==> src/rtl/pipeline_stall_controller_if.sv <==
// ============================================================================
// pipeline_stall_controller_if : hazard requests in, stage enables/flushes out
// Revision: 1.0
// ============================================================================
`default_nettype none

interface pipeline_stall_controller_if #(
  parameter int CNT_W = 32
);
  logic             load_use_hazard;
  logic             branch_taken;
  logic             dmem_req;
  logic             dmem_ready;
  logic             mdu_start;
  logic             mdu_done;
  logic             perf_clr;
  logic             pc_write;
  logic             if_id_write;
  logic             id_ex_write;
  logic             ex_mem_write;
  logic             mem_wb_write;
  logic             if_id_flush;
  logic             id_ex_flush;
  logic             ex_mem_flush;
  logic             mem_timeout_err;
  logic [CNT_W-1:0] stall_count;
  logic [1:0]       state;

  modport master (
    output load_use_hazard, branch_taken, dmem_req, dmem_ready,
           mdu_start, mdu_done, perf_clr,
    input  pc_write, if_id_write, id_ex_write, ex_mem_write, mem_wb_write,
           if_id_flush, id_ex_flush, ex_mem_flush, mem_timeout_err,
           stall_count, state
  );

  modport slave (
    input  load_use_hazard, branch_taken, dmem_req, dmem_ready,
           mdu_start, mdu_done, perf_clr,
    output pc_write, if_id_write, id_ex_write, ex_mem_write, mem_wb_write,
           if_id_flush, id_ex_flush, ex_mem_flush, mem_timeout_err,
           stall_count, state
  );
endinterface

`default_nettype wire

==> src/rtl/pipeline_stall_controller.sv <==
// ============================================================================
// pipeline_stall_controller : stall/flush sequencer for the 5-stage pipeline
// Revision: 1.0
// ============================================================================
`default_nettype none

module pipeline_stall_controller #(
  parameter int MEM_TIMEOUT = 64,
  parameter int CNT_W       = 32
) (
  input  wire logic                 clk,
  input  wire logic                 rst,
  pipeline_stall_controller_if.slave bus
);

  localparam int TW = $clog2(MEM_TIMEOUT + 1);

  typedef enum logic [1:0] {
    ST_RUN      = 2'd0,
    ST_MEM_WAIT = 2'd1,
    ST_MDU_WAIT = 2'd2
  } state_t;

  // Control vector: {pc, if_id_w, id_ex_w, ex_mem_w, mem_wb_w, if_id_f, id_ex_f, ex_mem_f}
  localparam logic [7:0] c_DEF    = 8'b11111_000;
  localparam logic [7:0] c_FREEZE = 8'b00000_000;
  localparam logic [7:0] c_MDU    = 8'b00011_001;
  localparam logic [7:0] c_BRANCH = 8'b11111_110;
  localparam logic [7:0] c_LDUSE  = 8'b00111_010;

  state_t           r_state;
  state_t           w_state_next;
  logic [7:0]       w_ctrl;
  logic             w_mem_stall;
  logic             w_mdu_stall;
  logic             w_apply_mdu;
  logic             w_apply_ctl;
  logic [TW-1:0]    r_tmo_cnt;
  logic             r_tmo_err;
  logic [CNT_W-1:0] r_stall_cnt;

  assign w_mem_stall = bus.dmem_req & ~bus.dmem_ready;
  assign w_mdu_stall = bus.mdu_start & ~bus.mdu_done;

  always_ff @(posedge clk or posedge rst) begin
    if (rst) r_state <= ST_RUN;
    else     r_state <= w_state_next;
  end

  always_comb begin
    w_state_next = ST_RUN;
    w_ctrl       = c_DEF;
    w_apply_mdu  = 1'b0;
    w_apply_ctl  = 1'b0;
    case (r_state)
      ST_RUN: begin
        if (w_mem_stall) begin
          w_ctrl       = c_FREEZE;
          w_state_next = ST_MEM_WAIT;
        end else begin
          w_apply_mdu = 1'b1;
          w_apply_ctl = 1'b1;
        end
      end
      ST_MEM_WAIT: begin
        if (!bus.dmem_ready) begin
          w_ctrl       = c_FREEZE;
          w_state_next = ST_MEM_WAIT;
        end else begin
          w_apply_mdu = 1'b1;
          w_apply_ctl = 1'b1;
        end
      end
      ST_MDU_WAIT: begin
        if (w_mem_stall) begin
          w_ctrl       = c_FREEZE;
          w_state_next = ST_MEM_WAIT;
        end else if (!bus.mdu_done) begin
          w_ctrl       = c_MDU;
          w_state_next = ST_MDU_WAIT;
        end else begin
          w_apply_ctl = 1'b1;
        end
      end
      default: begin
        w_state_next = ST_RUN;
      end
    endcase

    // Lower-priority rules for a cycle that is not held by a memory stall
    if (w_apply_mdu && w_mdu_stall) begin
      w_ctrl       = c_MDU;
      w_state_next = ST_MDU_WAIT;
    end else if (w_apply_ctl && bus.branch_taken) begin
      w_ctrl = c_BRANCH;
    end else if (w_apply_ctl && bus.load_use_hazard) begin
      w_ctrl = c_LDUSE;
    end
  end

  // r_tmo_cnt holds the 1-based index of the current MEM_WAIT cycle
  always_ff @(posedge clk or posedge rst) begin
    if (rst) begin
      r_tmo_cnt <= '0;
      r_tmo_err <= 1'b0;
    end else begin
      if (r_state == ST_MEM_WAIT && w_state_next == ST_MEM_WAIT) begin
        if (r_tmo_cnt != TW'(MEM_TIMEOUT))
          r_tmo_cnt <= r_tmo_cnt + 1'b1;
        if (r_tmo_cnt >= TW'(MEM_TIMEOUT - 1))
          r_tmo_err <= 1'b1;
      end else if (w_state_next == ST_MEM_WAIT) begin
        r_tmo_cnt <= TW'(1);
      end else begin
        r_tmo_cnt <= '0;
      end
    end
  end

  always_ff @(posedge clk or posedge rst) begin
    if (rst)
      r_stall_cnt <= '0;
    else if (bus.perf_clr)
      r_stall_cnt <= '0;
    else if (!w_ctrl[7] && r_stall_cnt != {CNT_W{1'b1}})
      r_stall_cnt <= r_stall_cnt + 1'b1;
  end

  assign bus.pc_write        = w_ctrl[7];
  assign bus.if_id_write     = w_ctrl[6];
  assign bus.id_ex_write     = w_ctrl[5];
  assign bus.ex_mem_write    = w_ctrl[4];
  assign bus.mem_wb_write    = w_ctrl[3];
  assign bus.if_id_flush     = w_ctrl[2];
  assign bus.id_ex_flush     = w_ctrl[1];
  assign bus.ex_mem_flush    = w_ctrl[0];
  assign bus.mem_timeout_err = r_tmo_err;
  assign bus.stall_count     = r_stall_cnt;
  assign bus.state           = r_state;

endmodule

`default_nettype wire
==> src/flat_wrapper.sv <==
// flat-port wrapper written by rule: the top's interface ports become plain ports
module pipeline_stall_controller_flat 
#(
  parameter int MEM_TIMEOUT = 64,
  parameter int CNT_W       = 32
)
  (clk, rst, bus_load_use_hazard, bus_branch_taken, bus_dmem_req, bus_dmem_ready, bus_mdu_start, bus_mdu_done, bus_perf_clr, bus_pc_write, bus_if_id_write, bus_id_ex_write, bus_ex_mem_write, bus_mem_wb_write, bus_if_id_flush, bus_id_ex_flush, bus_ex_mem_flush, bus_mem_timeout_err, bus_stall_count, bus_state);
  pipeline_stall_controller_if #(.CNT_W(CNT_W)) bus_i ();
  input  wire logic clk;
  input  wire logic rst;
  input wire logic [$bits(bus_i.load_use_hazard)-1:0] bus_load_use_hazard;
  input wire logic [$bits(bus_i.branch_taken)-1:0] bus_branch_taken;
  input wire logic [$bits(bus_i.dmem_req)-1:0] bus_dmem_req;
  input wire logic [$bits(bus_i.dmem_ready)-1:0] bus_dmem_ready;
  input wire logic [$bits(bus_i.mdu_start)-1:0] bus_mdu_start;
  input wire logic [$bits(bus_i.mdu_done)-1:0] bus_mdu_done;
  input wire logic [$bits(bus_i.perf_clr)-1:0] bus_perf_clr;
  output wire logic [$bits(bus_i.pc_write)-1:0] bus_pc_write;
  output wire logic [$bits(bus_i.if_id_write)-1:0] bus_if_id_write;
  output wire logic [$bits(bus_i.id_ex_write)-1:0] bus_id_ex_write;
  output wire logic [$bits(bus_i.ex_mem_write)-1:0] bus_ex_mem_write;
  output wire logic [$bits(bus_i.mem_wb_write)-1:0] bus_mem_wb_write;
  output wire logic [$bits(bus_i.if_id_flush)-1:0] bus_if_id_flush;
  output wire logic [$bits(bus_i.id_ex_flush)-1:0] bus_id_ex_flush;
  output wire logic [$bits(bus_i.ex_mem_flush)-1:0] bus_ex_mem_flush;
  output wire logic [$bits(bus_i.mem_timeout_err)-1:0] bus_mem_timeout_err;
  output wire logic [$bits(bus_i.stall_count)-1:0] bus_stall_count;
  output wire logic [$bits(bus_i.state)-1:0] bus_state;
  assign bus_i.load_use_hazard = bus_load_use_hazard;
  assign bus_i.branch_taken = bus_branch_taken;
  assign bus_i.dmem_req = bus_dmem_req;
  assign bus_i.dmem_ready = bus_dmem_ready;
  assign bus_i.mdu_start = bus_mdu_start;
  assign bus_i.mdu_done = bus_mdu_done;
  assign bus_i.perf_clr = bus_perf_clr;
  assign bus_pc_write = bus_i.pc_write;
  assign bus_if_id_write = bus_i.if_id_write;
  assign bus_id_ex_write = bus_i.id_ex_write;
  assign bus_ex_mem_write = bus_i.ex_mem_write;
  assign bus_mem_wb_write = bus_i.mem_wb_write;
  assign bus_if_id_flush = bus_i.if_id_flush;
  assign bus_id_ex_flush = bus_i.id_ex_flush;
  assign bus_ex_mem_flush = bus_i.ex_mem_flush;
  assign bus_mem_timeout_err = bus_i.mem_timeout_err;
  assign bus_stall_count = bus_i.stall_count;
  assign bus_state = bus_i.state;
  pipeline_stall_controller #(.MEM_TIMEOUT(MEM_TIMEOUT), .CNT_W(CNT_W)) u_core (.clk(clk), .rst(rst), .bus(bus_i));
endmodule
==> config.mk <==
export PLATFORM = sky130hd
export DESIGN_NAME = pipeline_stall_controller_flat
export DESIGN_NICKNAME = d
export VERILOG_FILES = /design/src/rtl/pipeline_stall_controller_if.sv /design/src/rtl/pipeline_stall_controller.sv /design/src/flat_wrapper.sv
export SDC_FILE = /design/constraint.sdc
export NUM_CORES = 1
export LEC_CHECK = 0
export ABC_AREA = 1
export BUFFER_PORTS_ARGS = -buffer_cell sky130_fd_sc_hd__buf_2
export CAP_MARGIN = 0
export CORE_UTILIZATION = 37
export DETAILED_ROUTE_END_ITERATION = 10
export HOLD_SLACK_MARGIN = 0.1
export SETUP_SLACK_MARGIN = 0.15
export SYNTH_ARGS = -nofsm -noshare
export SYNTH_HDL_FRONTEND = slang
export SYNTH_SLANG_ARGS = --single-unit
==> constraint.sdc <==
create_clock -name clk -period 4.19 [get_ports clk]
set_input_delay 0.838 -clock clk [delete_from_list [all_inputs] [get_ports clk]]
set_output_delay 0.838 -clock clk [all_outputs]
set_load 0.05 [all_outputs]
Word level (Yosys, flattened, before mapping)

Index checks and enable logic that the tools add are counted.
Widths: inputs -> output; s select.

Register bits after elaboration: 42
Bits of input ports: 9
Output and inout port bits: 43
Logic and storage cells: 51

Add/subtract/negate cells: 2
Order comparisons: 1
Equality and inequality tests: 6
Multiplexer cells: 25
Bitwise logic cells: 4
Reduce and logical (&&, ||, !) cells: 9

Operators with widths:

| cell                  | count |
|---|---|
| $mux 32               | 2 |
| $mux 8                | 7 |
| $add 32x1->32 const B | 1 |
| $ne 32x32->1 const B  | 1 |
| $pmux 8 s3            | 1 |
| $mux 7                | 2 |
| $add 7x1->7 const B   | 1 |
| $ge 7x6->1 const B    | 1 |
| $mux 1                | 7 |
| $ne 7x7->1 const B    | 1 |
| $mux 2                | 3 |
| $pmux 2 s3            | 1 |
| $logic_and 1x1->1     | 5 |
| $eq 2x1->1 const B    | 2 |
| $pmux 1 s3            | 1 |
| $and 1x1->1           | 2 |
| $eq 2x2->1 const B    | 1 |
| $logic_not 2->1       | 1 |
| $ne 2x2->1 const B    | 1 |
| $not 1->1             | 2 |
| $pmux 1 s2            | 1 |
| $reduce_and 2->1      | 1 |
| $reduce_bool 2->1     | 1 |
| $logic_not 1->1       | 1 |

Longest topological paths before layout

Depth in word-level cells: 12
Mapped depth: 11
Depth with buffers taken out: 11

Worst setup path after synthesis

Ideal clock, no wire load.

Kind: in2out
Start: input bus_dmem_req
End: output bus_pc_write
Arrival time: 1963 ps
Required time: 3352 ps
Path slack: 1389 ps
Stages: 6
Buffers on the path: 1
Path through: o21ai_1 > nand2_1 > nand3_1 > nand3_1 > inv_1 > buf_4

Word-level cells in the longest chain between the ends: 7
Elaborated cells on any way between the ends: 14
Those cells by class: mux (10); bitwise (1); reduce/logical (3)

RTL lines:

| element                          | line                                                             | RTL |
|---|---|---|
| from (decl)                      | flat_wrapper.sv:13                                               | `input wire logic [$bits(bus_i.dmem_req)-1:0] bus_dmem_req;` |
| $and 1x1->1 *                    | pipeline_stall_controller.sv:42                                  | `assign w_mem_stall = bus.dmem_req & ~bus.dmem_ready;` |
| $mux 1, on equally long branches | pipeline_stall_controller.sv:75, pipeline_stall_controller.sv:57 |  |
| $pmux 1 s3                       | pipeline_stall_controller.sv:55                                  | `case (r_state)` |
| $logic_and 1x1->1                | pipeline_stall_controller.sv:96                                  | `end else if (w_apply_ctl && bus.load_use_hazard) begin` |
| $mux 8                           | pipeline_stall_controller.sv:96                                  |  |
| $mux 8                           | pipeline_stall_controller.sv:94                                  | `end else if (w_apply_ctl && bus.branch_taken) begin` |
| $mux 8 *                         | pipeline_stall_controller.sv:91                                  | `if (w_apply_mdu && w_mdu_stall) begin` |
| to (decl)                        | flat_wrapper.sv:18                                               | `output wire logic [$bits(bus_i.pc_write)-1:0] bus_pc_write;` |

Every way passes the cells marked *; elsewhere a longest branch is shown, timed or not.

Final worst setup path

Same ends and word-level chain as after synthesis.

==> flow_summary.ini <==
[sta]
min_period_ps = 2721
rsz0062_at_grt = no
totalNegativeSetupSlack_ps = 0
hold_slack_ps = 483.5
relSlewSlack_pct = 63.62
period_share_pct = 64.93
setup_viol = 0
report.final.hold_viol_count = 0
timing.fmax_ghz = 0.3676
slew_viol_final = 0
worst-slew-pin-transition_ps = 545.7
skew_ps = 4.933

[yosys]
syn_nets = 487
ys_seq_elements = 42
synthTopCellsByArea = dfrtp_1 35%, nand2_1 23%, nor2_1 11%
ys_warn_count = 0
synth.most_common_cell = nand2_1
synth_edf_count = 0
yosysTopAreaCell = dfrtp_1
ys_types = 28
syn_area_per_cell_um2 = 6.251
ys_seq_area_share_pct = 35.40
async_reset_ff_share_pct = 100.0
yosys-top-cells-count = 181 x nand2_1, 89 x nor2_1, 59 x nand3_1
synth_top_cell_area_share_pct = 35.40
syn_area_um2 = 2969
synth_cells = 475
synthFlopType = dfrtp_1

[clock_tree]
worst_skew_pair.late_latency_ps = 310
cts_hold_buf = 0
cts.htree.levels = 2
cts_tree = built
cts-root-buf = clkbuf_8
numCtsBuffers = 5
cts_resized = 0
clk_pin_slew_ps = 90
ctsLongestPathBuffers = 2
clock-sinks = 42
cts_setup_buffers = 0

[cells_and_area]
antenna_cells = 0
syn2layout_area_growth_pct = 13.61
fin_cells = 624
fin_nets = 533
drive_gt1_share_pct = 13.60

[floorplan]
die_height_um = 91.58
die_w_um = 91.58
initial_core_util_pct = 38.42
io_pins = 52
fp.coreArea_um2 = 7727
die_area_um2 = 8387
core.rowCount = 32

[drt]
routed_wl_mm = 7.883
wl_per_cell_um = 12.63
first_iter_violations = 159
first_pass_iters = 5
drcViolationCount = 0
ant_nets = 0
via_per_inst = 4.798
vias = 2994

[power_and_ir_drop]
p_per_area_nw_per_um2 = 254.4
power_leakage_nw = 1.753
vdd_ir_drop_max_mv = 0.1193

[worst_setup_path]
critPathBufInv = 3
crit_chain = buf_2 > o21ai_1 > nand4_1 > nand3_1 > inv_1 > buf_2
critPathMaxStageDelay_ps = 240
critPathMaxFanout = 5
crit_top_cell = buf_2
cp_slowest_cell = nand3_1
cp_top_family = simple AND/OR/NAND/NOR gates
arrival_ps = 1880
crit_type = input port to output pin
startpoint_type = input port
required_ps = 3350
end_kind = output pin

[place]
gp_congestion = 0.9222
dp_cells = 616
dp_hpwl_mm = 5.827
port_buffers = 51

[outcome]
outcome = finished clean

[worst_hold_path]
hold_class = register to register

[flow_run]
max-cap-violations = 0

[global_routing]
grt_pass1_vias = 2871
grt_pass1_wl_mm = 13.48
track_usage_pct = 20.06
antenna_found_initial = 0
grt_max_degree = 43
overflow = 0
## kinds of logic (layout without fill, tap and decap cells)
logic type / count (synthesis) / after routing / synth area share, %
DFF: 42 / 42 / 35.40
buffers and inverters: 60 / 107 / 8.765
xor gates and xnor gates: 12 / 12 / 3.540
and+or+nand+nor: 351 / 351 / 49.68
AOI/OAI and AO/OA: 7 / 7 / 1.348
adders and majority gates: 3 / 3 / 1.264
## state kept, by name, summed over array words and instances, names as in the netlist
| signal | flops |
|---|---|
| u_core.bus.mem_timeout_err | 1 |
| u_core.r_tmo_cnt | 7 |
| u_core.bus.state | 2 |
| u_core.bus.stall_count | 32 |
## cell usage in the layout (no fill, tap or decap), types with 2 or more instances in the layout
cell type / n
buf_2: 51
buf_4: 2
clkbuf_8: 5
dfrtp_1: 42
ha_1: 3
inv_1: 44
nand2_1: 181
nand2_2: 2
nand2_4: 3
nand3_1: 59
nand4_1: 3
nor2_1: 89
nor3_1: 7
nor3b_1: 3
o21ai_0: 3
xnor2_1: 8
xor2_1: 4
## cell type report
| type | instances | area [um2] |
|---|---|---|
| timing repair buffer | 53 | 270.3 |
| clock buffer | 5 | 68.82 |
| fill | 848 | 4354 |
| multi-input combinational | 373 | 1658 |
| clock inverter | 3 | 25.02 |
| inverter | 46 | 172.7 |
| sequential | 42 | 1051 |
| tap | 102 | 127.6 |
## per-stage QoR
step	utilization, %	total power [mW]	area (um2)	setup WS (ps)
after floorplan	-	0.5558	2969	1389
after global placement	42.44	0.5831	3279	1531
after detailed placement	42.44	0.5862	3279	1480
after CTS	43.65	0.8728	3373	1472
after global routing	43.65	0.8983	3373	1345
final	43.65	0.8580	3373	1469
## routing by layer
| layer | up-vias | GRT usage, % | wire length, um |
|---|---|---|---|
| met5 | - | 0 | 0 |
| met4 | 0 | 4.894 | 99 |
| met3 | 9 | 2.931 | 348 |
| met2 | 69 | 33.71 | 3587 |
| met1 | 1362 | 26.98 | 3847 |
| li1 | 1554 | - | - |
## power breakdown
| group | internal, mW | switching (mW) |
|---|---|---|
| sequential | 0.412 | 0.0101 |
| clock | 0.120 | 0.162 |
| combinational | 0.0287 | 0.125 |
## final timing paths
path	from	endpoint	slack (ps)	depth (start not counted)
max	bus_dmem_req	bus_pc_write	1470	6
min	u_core.bus.mem_timeout_err$_DFFE_PP0P_	u_core.bus.mem_timeout_err$_DFFE_PP0P_	480	1
max reg2reg	u_core.bus.stall_count[0]$_DFFE_PP0P_	u_core.bus.stall_count[10]$_DFFE_PP0P_	1720	10
min reg2reg	u_core.bus.mem_timeout_err$_DFFE_PP0P_	u_core.bus.mem_timeout_err$_DFFE_PP0P_	480	1
max in group asynchronous	rst	u_core.bus.stall_count[30]$_DFFE_PP0P_	3170	3
min in group asynchronous	rst	u_core.r_tmo_cnt[4]$_DFFE_PP0P_	630	3
Power figures use the tool's default switching activity.
